File: config.mk
export PLATFORM = sky130hd
export DESIGN_NAME = apb_master_bridge
export DESIGN_NICKNAME = d
export VERILOG_FILES = /design/src/rtl/apb_pkg.sv /design/src/rtl/apb_master_bridge.sv
export SDC_FILE = /design/constraint.sdc
export NUM_CORES = 1
export LEC_CHECK = 0
export ABC_CLOCK_PERIOD_IN_PS = 4400
export BUFFER_PORTS_ARGS = -buffer_cell sky130_fd_sc_hd__buf_2
export CAP_MARGIN = 20
export CELL_PAD_IN_SITES_DETAIL_PLACEMENT = 0
export CELL_PAD_IN_SITES_GLOBAL_PLACEMENT = 1
export CORE_MARGIN = 2
export CORE_UTILIZATION = 37
export DETAILED_ROUTE_END_ITERATION = 10
export PLACE_DENSITY_LB_ADDON = 0.1
export SYNTH_ARGS = -nofsm -noshare
export SYNTH_HDL_FRONTEND = slang
export SYNTH_SLANG_ARGS = --single-unit
File: constraint.sdc
create_clock -name clock -period 4.4 [get_ports clock]
set_clock_uncertainty 0.05 [all_clocks]
set_input_delay 0.88 -clock clock [delete_from_list [all_inputs] [get_ports clock]]
set_output_delay 0.88 -clock clock [all_outputs]
set_load 0.02 [all_outputs]
File: src/rtl/apb_pkg.sv
// Shared APB definitions: bus widths and the master bridge state encoding.
package apb_pkg;

    localparam int APB_DATA_W = 32;
    localparam int APB_ADDR_W = 32;
    localparam int APB_STRB_W = 4;

    typedef enum logic [1:0] {
        ST_IDLE   = 2'd0,
        ST_SETUP  = 2'd1,
        ST_ACCESS = 2'd2,
        ST_RESP   = 2'd3
    } apb_master_state_t;

endpackage

File: src/rtl/apb_master_bridge.sv
// Request/ack port to APB4 initiator bridge. One outstanding transfer,
// one-entry request latch, and an ACCESS-phase timeout so a hung slave
// cannot lock up the requester.
module apb_master_bridge
    import apb_pkg::*;
#(
    parameter logic [2:0] PPROT          = 3'b000,
    parameter int         TIMEOUT_CYCLES = 1024
) (
    input  logic                  clock,
    input  logic                  reset,

    input  logic [APB_STRB_W-1:0] inport_wr_i,
    input  logic                  inport_rd_i,
    input  logic [7:0]            inport_len_i,
    input  logic [APB_ADDR_W-1:0] inport_addr_i,
    input  logic [APB_DATA_W-1:0] inport_write_data_i,
    output logic                  inport_accept_o,
    output logic                  inport_ack_o,
    output logic                  inport_error_o,
    output logic [APB_DATA_W-1:0] inport_read_data_o,

    output logic [APB_ADDR_W-1:0] out_paddr,
    output logic                  out_psel,
    output logic                  out_penable,
    output logic [2:0]            out_pprot,
    output logic                  out_pwrite,
    output logic [APB_DATA_W-1:0] out_pwdata,
    output logic [APB_STRB_W-1:0] out_pstrb,
    input  logic                  out_pready,
    input  logic [APB_DATA_W-1:0] out_prdata,
    input  logic                  out_pslverr
);

    // A zero timeout disables the abort path; keep the counter at least one bit wide.
    localparam int               CNT_W      = (TIMEOUT_CYCLES > 0) ? $clog2(TIMEOUT_CYCLES + 1) : 1;
    localparam int               CNT_LAST_I = (TIMEOUT_CYCLES > 0) ? (TIMEOUT_CYCLES - 1) : 0;
    localparam logic [CNT_W-1:0] CNT_LAST   = CNT_LAST_I[CNT_W-1:0];
    localparam logic             TIMEOUT_EN = (TIMEOUT_CYCLES > 0);

    apb_master_state_t     r_state;
    logic [APB_ADDR_W-1:0] r_paddr;
    logic [APB_DATA_W-1:0] r_pwdata;
    logic [APB_STRB_W-1:0] r_pstrb;
    logic                  r_pwrite;
    logic                  r_psel;
    logic                  r_penable;
    logic                  r_ack;
    logic                  r_error;
    logic [APB_DATA_W-1:0] r_read_data;
    logic [CNT_W-1:0]      r_cnt;

    logic w_is_write;
    logic w_req;
    logic w_illegal;
    logic w_timeout_hit;

    // Request decode: simultaneous read+write or any burst length is rejected.
    always_comb begin
        w_is_write    = |inport_wr_i;
        w_req         = w_is_write || inport_rd_i;
        w_illegal     = (w_is_write && inport_rd_i) || (inport_len_i != 8'd0);
        w_timeout_hit = TIMEOUT_EN && (r_cnt == CNT_LAST);
    end

    // Single FSM with the request latch, APB controls and response registers.
    always_ff @(posedge clock) begin
        if (reset) begin
            r_state     <= ST_IDLE;
            r_paddr     <= '0;
            r_pwdata    <= '0;
            r_pstrb     <= '0;
            r_pwrite    <= 1'b0;
            r_psel      <= 1'b0;
            r_penable   <= 1'b0;
            r_ack       <= 1'b0;
            r_error     <= 1'b0;
            r_read_data <= '0;
            r_cnt       <= '0;
        end else begin
            case (r_state)
                ST_IDLE: begin
                    if (w_req) begin
                        if (w_illegal) begin
                            // Rejected without touching the bus; answer on the next cycle.
                            r_ack       <= 1'b1;
                            r_error     <= 1'b1;
                            r_read_data <= '0;
                            r_state     <= ST_RESP;
                        end else begin
                            r_paddr  <= inport_addr_i;
                            r_pwdata <= inport_write_data_i;
                            r_pstrb  <= inport_wr_i;
                            r_pwrite <= w_is_write;
                            r_psel   <= 1'b1;
                            r_state  <= ST_SETUP;
                        end
                    end
                end
                ST_SETUP: begin
                    r_penable <= 1'b1;
                    r_cnt     <= '0;
                    r_state   <= ST_ACCESS;
                end
                ST_ACCESS: begin
                    // pready takes priority over a timeout expiring on the same cycle.
                    if (out_pready) begin
                        r_psel      <= 1'b0;
                        r_penable   <= 1'b0;
                        r_ack       <= 1'b1;
                        r_error     <= out_pslverr;
                        r_read_data <= r_pwrite ? '0 : out_prdata;
                        r_state     <= ST_RESP;
                    end else if (w_timeout_hit) begin
                        r_psel      <= 1'b0;
                        r_penable   <= 1'b0;
                        r_ack       <= 1'b1;
                        r_error     <= 1'b1;
                        r_read_data <= '0;
                        r_state     <= ST_RESP;
                    end else begin
                        r_cnt <= r_cnt + 1'b1;
                    end
                end
                ST_RESP: begin
                    r_ack   <= 1'b0;
                    r_state <= ST_IDLE;
                end
                default: begin
                    r_psel    <= 1'b0;
                    r_penable <= 1'b0;
                    r_ack     <= 1'b0;
                    r_state   <= ST_IDLE;
                end
            endcase
        end
    end

    // Output drive: accept is a pure function of state, everything else is registered.
    always_comb begin
        inport_accept_o    = (r_state == ST_IDLE);
        inport_ack_o       = r_ack;
        inport_error_o     = r_error;
        inport_read_data_o = r_read_data;
        out_paddr          = r_paddr;
        out_psel           = r_psel;
        out_penable        = r_penable;
        out_pprot          = PPROT;
        out_pwrite         = r_pwrite;
        out_pwdata         = r_pwdata;
        out_pstrb          = r_pstrb;
    end

endmodule

Word-level counts from Yosys, hierarchy flattened
Cells that the tools add are included.

$add $sub $neg: 1. $mul: 0. Div/mod/pow operators: 0. $lt $le $gt $ge: 0. Eq/ne operators: 10. Shift operators: 0. Muxes and demuxes: 27. Bitwise gates (word level): 1. Reduce and logical (&&, ||, !) cells: 16.

Operators with widths (count): $mux W32 (5); $pmux W32 S2 (1); $mux W11 (2); $pmux W11 S2 (1); $reduce_and A4 Y1 (3); $add A11 B1 Y11 const B (1); $eq A11 B10 Y1 const B (1); $mux W1 (9); $mux W2 (4); $pmux W2 S4 (1); $reduce_bool A8 Y1 (1); $ne A2 B2 Y1 const B (3); $pmux W1 S2 (3); $reduce_and A3 Y1 (2); $eq A2 B2 Y1 const B (2); $ne A2 B1 Y1 const B (2); $reduce_and A2 Y1 (2); $reduce_bool A2 Y1 (2); $reduce_or A4 Y1 (1); $ne A3 B3 Y1 const B (1); $pmux W1 S3 (1); $reduce_bool A3 Y1 (1); $eq A2 B1 Y1 const B (1); $logic_not A2 Y1 (1); 3 further kinds (4).

Register bits after elaboration: 118. Bits in latches: 0. RAM bits: 0. ROM bits: 0. Input port bits: 113. Output and inout bits: 109. Word-level logic and storage cells: 66. Memories: 0.

Longest topological paths before layout
Gate-level depths: netlist (run 1).

Depth after elaboration: 6. Mapped depth: 9.

Worst setup path after synthesis (run 1)
No wires, ideal clock.

Path kind: input to register. Start point: input port inport_len_i[5]. End point: register r_pwrite (netlist: out_pwrite). Data arrival time: 2154 ps. Data required time: 4218 ps. Setup slack: 2064 ps. Cell stages on the path: 6. Buffers on the path: 2. Cells stage by stage: nor4_2 > nand3_2 > clkbuf_2 > clkbuf_2 > o21ai_0 > a21oi_1.

Cells in the longest elaborated chain, start to end: 4.

Ends and longest elaborated chain: from (decl) (line apb_master_bridge.sv:15) `input logic [7:0] inport_len_i,`; $reduce_bool A8 Y1 (line apb_master_bridge.sv:62) `w_illegal = (w_is_write && inport_rd_i) || (inport_len_i != 8'd0);`; $logic_or A1 B1 Y1 (line apb_master_bridge.sv:62); $not A1 Y1 (no source line); $reduce_and A3 Y1 (no source line); to (signal assigned) (line apb_master_bridge.sv:94) `r_pwrite <= w_is_write;`; to (decl) (line apb_master_bridge.sv:45) `logic r_pwrite;`.

Every way passes these cells. A chain may end at the register's enable or synchronous reset.

Final worst setup path (run 1)
Start point: input port inport_len_i[5]. End point: register r_paddr[11] (netlist: out_paddr[11]).

Cells in the longest elaborated chain, start to end: 4.

Ends and longest elaborated chain: $reduce_bool A8 Y1 (line apb_master_bridge.sv:62); $logic_or A1 B1 Y1 (line apb_master_bridge.sv:62); $not A1 Y1 (no source line); $reduce_and A3 Y1 (no source line); to (signal assigned) (line apb_master_bridge.sv:91) `r_paddr <= inport_addr_i;`; to (decl) (line apb_master_bridge.sv:42) `logic [APB_ADDR_W-1:0] r_paddr;`.

Every way passes these cells.

==> results of run 1 <==
## worst reg2reg max path: stages (launching register included)
cell and delay (ns):
dfxtp_1 0.39, ha_1 0.24, nand3_1 0.20, o31ai_4 0.34, nand3_2 0.42, buf_12 0.33, a211oi_1 0.25
## metal layers
metal	global-route usage	wire length, um
met5	0	0
met4	0.0984	469
met3	0.0805	1530
met2	0.298	6620
met1	0.249	6350
## kinds of logic after synthesis
kind of cell    after synthesis  share of synthesized area
compound gates              190                      0.213
flops                       118                      0.458
simple gates                173                      0.181
buf+inv                      64                     0.0675
other cells                   1                   0.000728
xor+xnor                      2                    0.00340
mux                          33                     0.0644
fa+ha+maj                     5                     0.0121
## state kept, by name (all words and copies together), names as in the netlist
register and cells:
inport_ack_o 1, inport_error_o 1, inport_read_data_o 32, out_paddr 32, out_penable 1, out_psel 1
out_pstrb 4, out_pwdata 32, out_pwrite 1, r_cnt 11, r_state 2
## final timing paths
| kind | from | to | slack [ns] | cells after the start |
|---|---|---|---|---|
| setup reg to reg | r_cnt[0] | inport_error_o | 2.08 | 6 |
| hold reg to reg | inport_error_o | inport_error_o | 0.41 | 2 |
| hold / removal | inport_error_o | inport_error_o | 0.41 | 2 |
| setup / recovery | inport_len_i[5] | out_paddr[11] | 1.64 | 6 |
## final cells by class
type                            instances  area share
Timing Repair Buffer                  226       0.168
Inverter                               11     0.00596
Clock inverter                         12      0.0287
Clock buffer                           20      0.0660
Tap cell                              180      0.0325
Sequential cell                       118       0.341
Multi-Input combinational cell        406       0.357
Antenna cell                            1    0.000361
## per-stage QoR
| stage | hold WS (ns) | area [sq um] | setup slack [ns] |
|---|---|---|---|
| floorplan | 0.395 | 5160 | 2.06 |
| global placement | 0.395 | 6250 | 1.34 |
| detailed placement | 0.404 | 6250 | 1.17 |
| CTS | 0.418 | 6900 | 1.63 |
| global route | 0.433 | 6920 | 1.44 |
| finish | 0.414 | 6920 | 1.64 |
## placed cells by master (no fill, tap or decap), drive strengths merged, types with 2 or more instances in the layout
| master | synthesis | routed |
|---|---|---|
| a2111o | 3 | 3 |
| a2111oi | 2 | 2 |
| a211o | 2 | 2 |
| a211oi | 2 | 2 |
| a21oi | 82 | 82 |
| a311oi | 2 | 2 |
| a31oi | 2 | 2 |
| and4 | 2 | 2 |
| buf | 20 | 226 |
| bufinv | 0 | 5 |
| clkbuf | 33 | 20 |
| clkinv | 0 | 2 |
| clkinvlp | 0 | 4 |
| conb | 1 | 3 |
| dfxtp | 118 | 118 |
| ha | 5 | 5 |
| inv | 11 | 12 |
| mux2i | 32 | 32 |
| nand2 | 41 | 41 |
| nand2b | 34 | 34 |
| nand3 | 73 | 73 |
| nand4 | 6 | 6 |
| nor2 | 3 | 3 |
| nor2b | 3 | 3 |
| nor3 | 3 | 3 |
| nor4 | 3 | 3 |
| o2111ai | 3 | 3 |
| o211a | 2 | 2 |
| o21ai | 75 | 75 |
| o31a | 2 | 2 |
| o31ai | 4 | 4 |
| o32ai | 2 | 2 |
| o41ai | 2 | 2 |
| xnor2 | 2 | 2 |
## power by group
group	switching (mW)	internal [mW]	leakage [nW]	total [mW]
Sequential	0.0298	1.12	0.952	1.15
Combinational	0.456	0.289	1.73	0.745
Clock	0.503	1.03	0.309	1.54
Total	0.989	2.44	2.99	3.43
==> results by group, run 1 <==
Global routing
  – Initial antenna violation count: 1
  – Vias in the first global route: between 4000 and 5000
  – Gr usage total: 0.199
  – Pin count of the biggest net entering global routing: 86
  – First-pass GRT wire length: roughly 24000 um
  – GRT Residual Overflow: 0

Clocking
  – CTS Buf Count: 17
  – Setup bufs post-CTS: 0
  – Clk sinks: between 100 and 150
  – Number of H-tree levels: 4
  – Clk root buf: clkbuf_16
  – CTS tree: yes
  – Clk_lat worst skew: ~0.42 ns
  – CTS max path bufs: 2
  – Clock slew at reported path FFs: approximately 0.060 ns
  – Cts hold-fix bufs: 0
  – Resized Gates After CTS: 0

Drt
  – Antenna-violating nets left: 0
  – Vias per cell: roughly 5.2
  – Initial DRC Count: slightly above 400
  – Routed vias: about 5000
  – Wire per inst: around 15 um
  – Final wirelength: roughly 15000 um
  – Pre-antenna DRT Iters: 4
  – DRC violations left: 0

STA
  – Fin. max-slew vios: 0
  – Tcrit/Tclk final: 0.626
  – Max-Slew Margin vs Limit: 0.376
  – Tmin final: 2.76 ns
  – RSZ-0062 raised after global routing: false
  – Slew at the pin closest to its max-slew limit: roughly 0.93 ns
  – Final Hold Fails: 0
  – Total Neg Setup Slack: 0 ns
  – Final setup violation count: 0
  – Maximum clock rate: roughly 360 MHz

Synthesis
  – Yosys top cell by area: dfxtp_1
  – Syn_area_per_cell: around 9 sq um
  – Top_reg_cell synth: dfxtp_1
  – Synth Warn #: 0
  – Most common cell in the synthesized netlist: dfxtp_1
  – Distinct cells, synth: between 50 and 60
  – Post-Syn Area: roughly 5200 sq um
  – FFs w/ async S/R, synth: 0
  – Synth top area cells: dfxtp_1 46%, a21oi_1 8.0%, nand3_1 6.9%
  – EDFF count, synth: 0
  – Share of the synthesized area in the top cell type: 0.458
  – FF+latch count, synth: 118
  – Post-synthesis cell count: slightly below 600
  – Post-synth top cells: 118 x dfxtp_1, 82 x a21oi_1, 71 x nand3_1
  – Sequential share of the synthesized area: 0.458

Layout
  – Multi-input gate area: 2470 sq um
  – Synthesis-to-layout area growth: 34.4%
  – Nets: 898
  – Core Util, Final: 0.505
  – Register area: 2360 sq um
  – Non-filler instance count after layout: between 900 and 1000
  – Layout cell share with drive strength beyond 1: 0.342
  – FILL cells: approximately 1300

Placed design
  – Detailed placement HPWL: 9900 um
  – Routability Congestion: between 0.8 and 0.9
  – IO buf count: roughly 220
  – Placed cells: 940

Floorplan
  – Rows: 43
  – Initial Utilization: 0.376
  – Core area: 13700 sq um
  – Io pins: roughly 220
  – Die Y: between 100 and 150 um
  – Full die area: ~15000 sq um
  – Chip width: roughly 120 um

Critical path
  – Crit Path Max Fanout: 28
  – Top delay family on crit path: simple AND/OR/NAND/NOR gates
  – Worst Path Buf+Inv: 2
  – Slowest cell on the critical path: and3_2
  – Data arrival, critical path: around 3 ns
  – CP Cell Sequence: buf_2 -> nor4_2 -> and3_2 -> buf_4 -> nand3_1 -> a21oi_1
  – Crit. End Element: register
  – Setup CP Type: input pin to register
  – Worst path max stage delay: around 0.72 ns
  – Critical Path Source Type: input pin
  – CP Data Required Time: between 4 and 5 ns

Pwr
  – Power Dens Cells: just under 500 nW/um^2
  – Leakage: 2.99 nW
  – Worst VDD drop: 0.276 mV
  – Power Total: 3.43 mW

Worst hold path
  – Worst Hold Class: register to register

Job
  – Max Cap Viol: 0

Run status
  – Status: complete, no violations
Power figures use the tool's default switching activity.
==> run 2, diff against run 1 <==
Settings changed: ABC_CLOCK_PERIOD_IN_PS 4400 to 2800, CORE_UTILIZATION 37 to 34.
Clock period 4.4 ns to 2.8 ns, I/O delays scaled along.
==> results by group, run 2 (synthesis results as in run 1) <==
Pwr
  – Power Total: around 5.3 mW
  – Leakage: approximately 3.0 nW
  – Worst VDD drop: about 0.46 mV
  – Power Dens Cells: ~750 nW/um^2

Clocking
  – Number of H-tree levels: 4
  – CTS tree: yes
  – Resized Gates After CTS: 0
  – Clock slew at reported path FFs: 0.05 ns
  – Clk root buf: clkbuf_16
  – Clk_lat worst skew: 0.41 ns
  – Setup bufs post-CTS: 0
  – Cts hold-fix bufs: 0
  – CTS Buf Count: 17
  – Clk sinks: approximately 120
  – CTS max path bufs: 2

Critical path
  – CP Data Required Time: 3.04 ns
  – Worst reg2reg startpoint: r_state[0]
  – Worst r2r path cells: 6
  – Slowest cell on the critical path: ha_1
  – Top delay family on crit path: adder cells
  – CP Cell Sequence: inv_1 -> ha_1 -> nor2b_1 -> o31a_1 -> a2111oi_2 -> mux2_1
  – Critical Path Source Type: register
  – FF-to-FF setup slack: between 0.6 and 0.7 ns
  – Worst Path Buf+Inv: 1
  – Data arrival, critical path: between 2 and 2.5 ns
  – Crit Reg-Reg Endpoint: inport_ack_o
  – Setup CP Type: register to register
  – Crit Path Max Fanout: 12
  – Worst path max stage delay: approximately 0.46 ns
  – Crit. End Element: register

STA
  – RSZ-0062 raised after global routing: false
  – Hold slack final: about 0.33 ns
  – Final Hold Fails: 0
  – Fin. max-slew vios: 0
  – Tcrit/Tclk final: 0.765
  – Max-Slew Margin vs Limit: 0.491
  – Final setup violation count: 0
  – Total Neg Setup Slack: 0 ns
  – Tmin final: roughly 2.1 ns
  – Slew at the pin closest to its max-slew limit: 0.759 ns
  – Maximum clock rate: 467 MHz
  – Final worst setup slack: around 0.66 ns

Drt
  – Routed vias: between 5000 and 6000
  – Antenna-violating nets left: 0
  – Vias per cell: 5.13
  – Final wirelength: between 15000 and 20000 um
  – Initial DRC Count: 300
  – DRC violations left: 0
  – Pre-antenna DRT Iters: 4
  – Wire per inst: 15.6 um

Floorplan
  – Core area: about 15000 sq um
  – Full die area: about 16000 sq um
  – Die Y: 127 um
  – Chip width: roughly 130 um
  – Initial Utilization: 0.352
  – Rows: 44
  – Io pins: roughly 220

Placed design
  – Pre-CTS WS: about 0.43 ns
  – IO buf count: 218
  – Post-place instance area: about 6300 sq um
  – Detailed placement HPWL: 10600 um
  – Placed cells: 950
  – Routability Congestion: between 0.8 and 0.9

Global routing
  – Pin count of the biggest net entering global routing: 70
  – Gr usage total: 0.187
  – First-pass GRT wire length: around 24000 um
  – GRT Residual Overflow: 0
  – Vias in the first global route: between 4000 and 5000
  – Initial antenna violation count: 0

Layout
  – Core Util, Final: 0.475
  – Non-filler instance count after layout: slightly below 1000
  – Synthesis-to-layout area growth: 35.1%
  – Highest-count cells in the layout ignoring fill and taps: 217 x buf_2, 118 x dfxtp_1, 82 x a21oi_1, 71 x nand3_1, 57 x o21ai_0
  – Multi-input gate area: between 2000 and 2500 sq um
  – Register area: ~2400 sq um
  – FILL cells: between 1000 and 1500
  – Layout cell share with drive strength beyond 1: 0.342
  – Cell area after layout: a little under 7000 sq um
  – Commonest non-fill, non-tap cell in the layout: buf_2
  – Nets: ~900

Run status
  – Status: complete, no violations

Worst hold path
  – Worst Hold Class: input pin to register
  – HP Start: out_prdata[22]
  – Hold path endpoint: inport_read_data_o[22]
  – Cell depth of the worst hold path: 3

Job
  – Max Cap Viol: 0
[run 2: cell types whose count changed in the layout (fill, tap and decap cells not counted)]
cell,change
clkbuf_1,+3
clkbuf_8,+2
bufinv_16,-2
buf_4,+2
buf_12,+3
clkinvlp_4,-3
[run 2: area by class of cell]
| type | count | share of cell area |
|---|---|---|
| inverters | 11 | 0.00593 |
| repair buffers | 231 | 0.178 |
| well taps | 184 | 0.0331 |
| flip-flops and latches | 118 | 0.339 |
| multi-input cells | 406 | 0.355 |
| clock buffers | 25 | 0.0712 |
| diodes | 1 | 0.000360 |
| clock inverters | 7 | 0.0167 |
[run 2: worst max path at each step]
stage	from	to	slack [ns]	cells past startpoint
2_1_floorplan	inport_len_i[5]	out_pwrite	0.78	6
3_3_place_gp	inport_wr_i[0]	out_paddr[12]	0.52	6
3_5_place_dp	inport_wr_i[0]	out_paddr[9]	0.43	6
4_1_cts	r_state[0]	inport_ack_o	0.65	6
5_1_grt	r_state[1]	r_cnt[10]	0.53	6
6_report	r_state[0]	inport_ack_o	0.66	6
[run 2: where the power goes]
group / internal (mW) / switching (mW) / leakage [nW]
Combinational: 0.464 / 0.730 / 1.77
Clock: 1.49 / 0.753 / 0.298
Sequential: 1.76 / 0.0484 / 0.952
Total: 3.72 / 1.53 / 3.02
[run 2: metal layers]
metal / share of wire / routed length [um] / track usage
met1: 0.43 / 6630 / 0.234
met4: 0.014 / 209 / 0.0666
met5: 0 / 0 / 0
met2: 0.47 / 7270 / 0.301
met3: 0.081 / 1240 / 0.0624
[run 2: worst min-delay path: cells and delay by family]
| family | cells | cell delay [ns] |
|---|---|---|
| buf+inv | 1 | 0.09 |
| mux | 1 | 0.05 |
| simple gates | 1 | 0.04 |
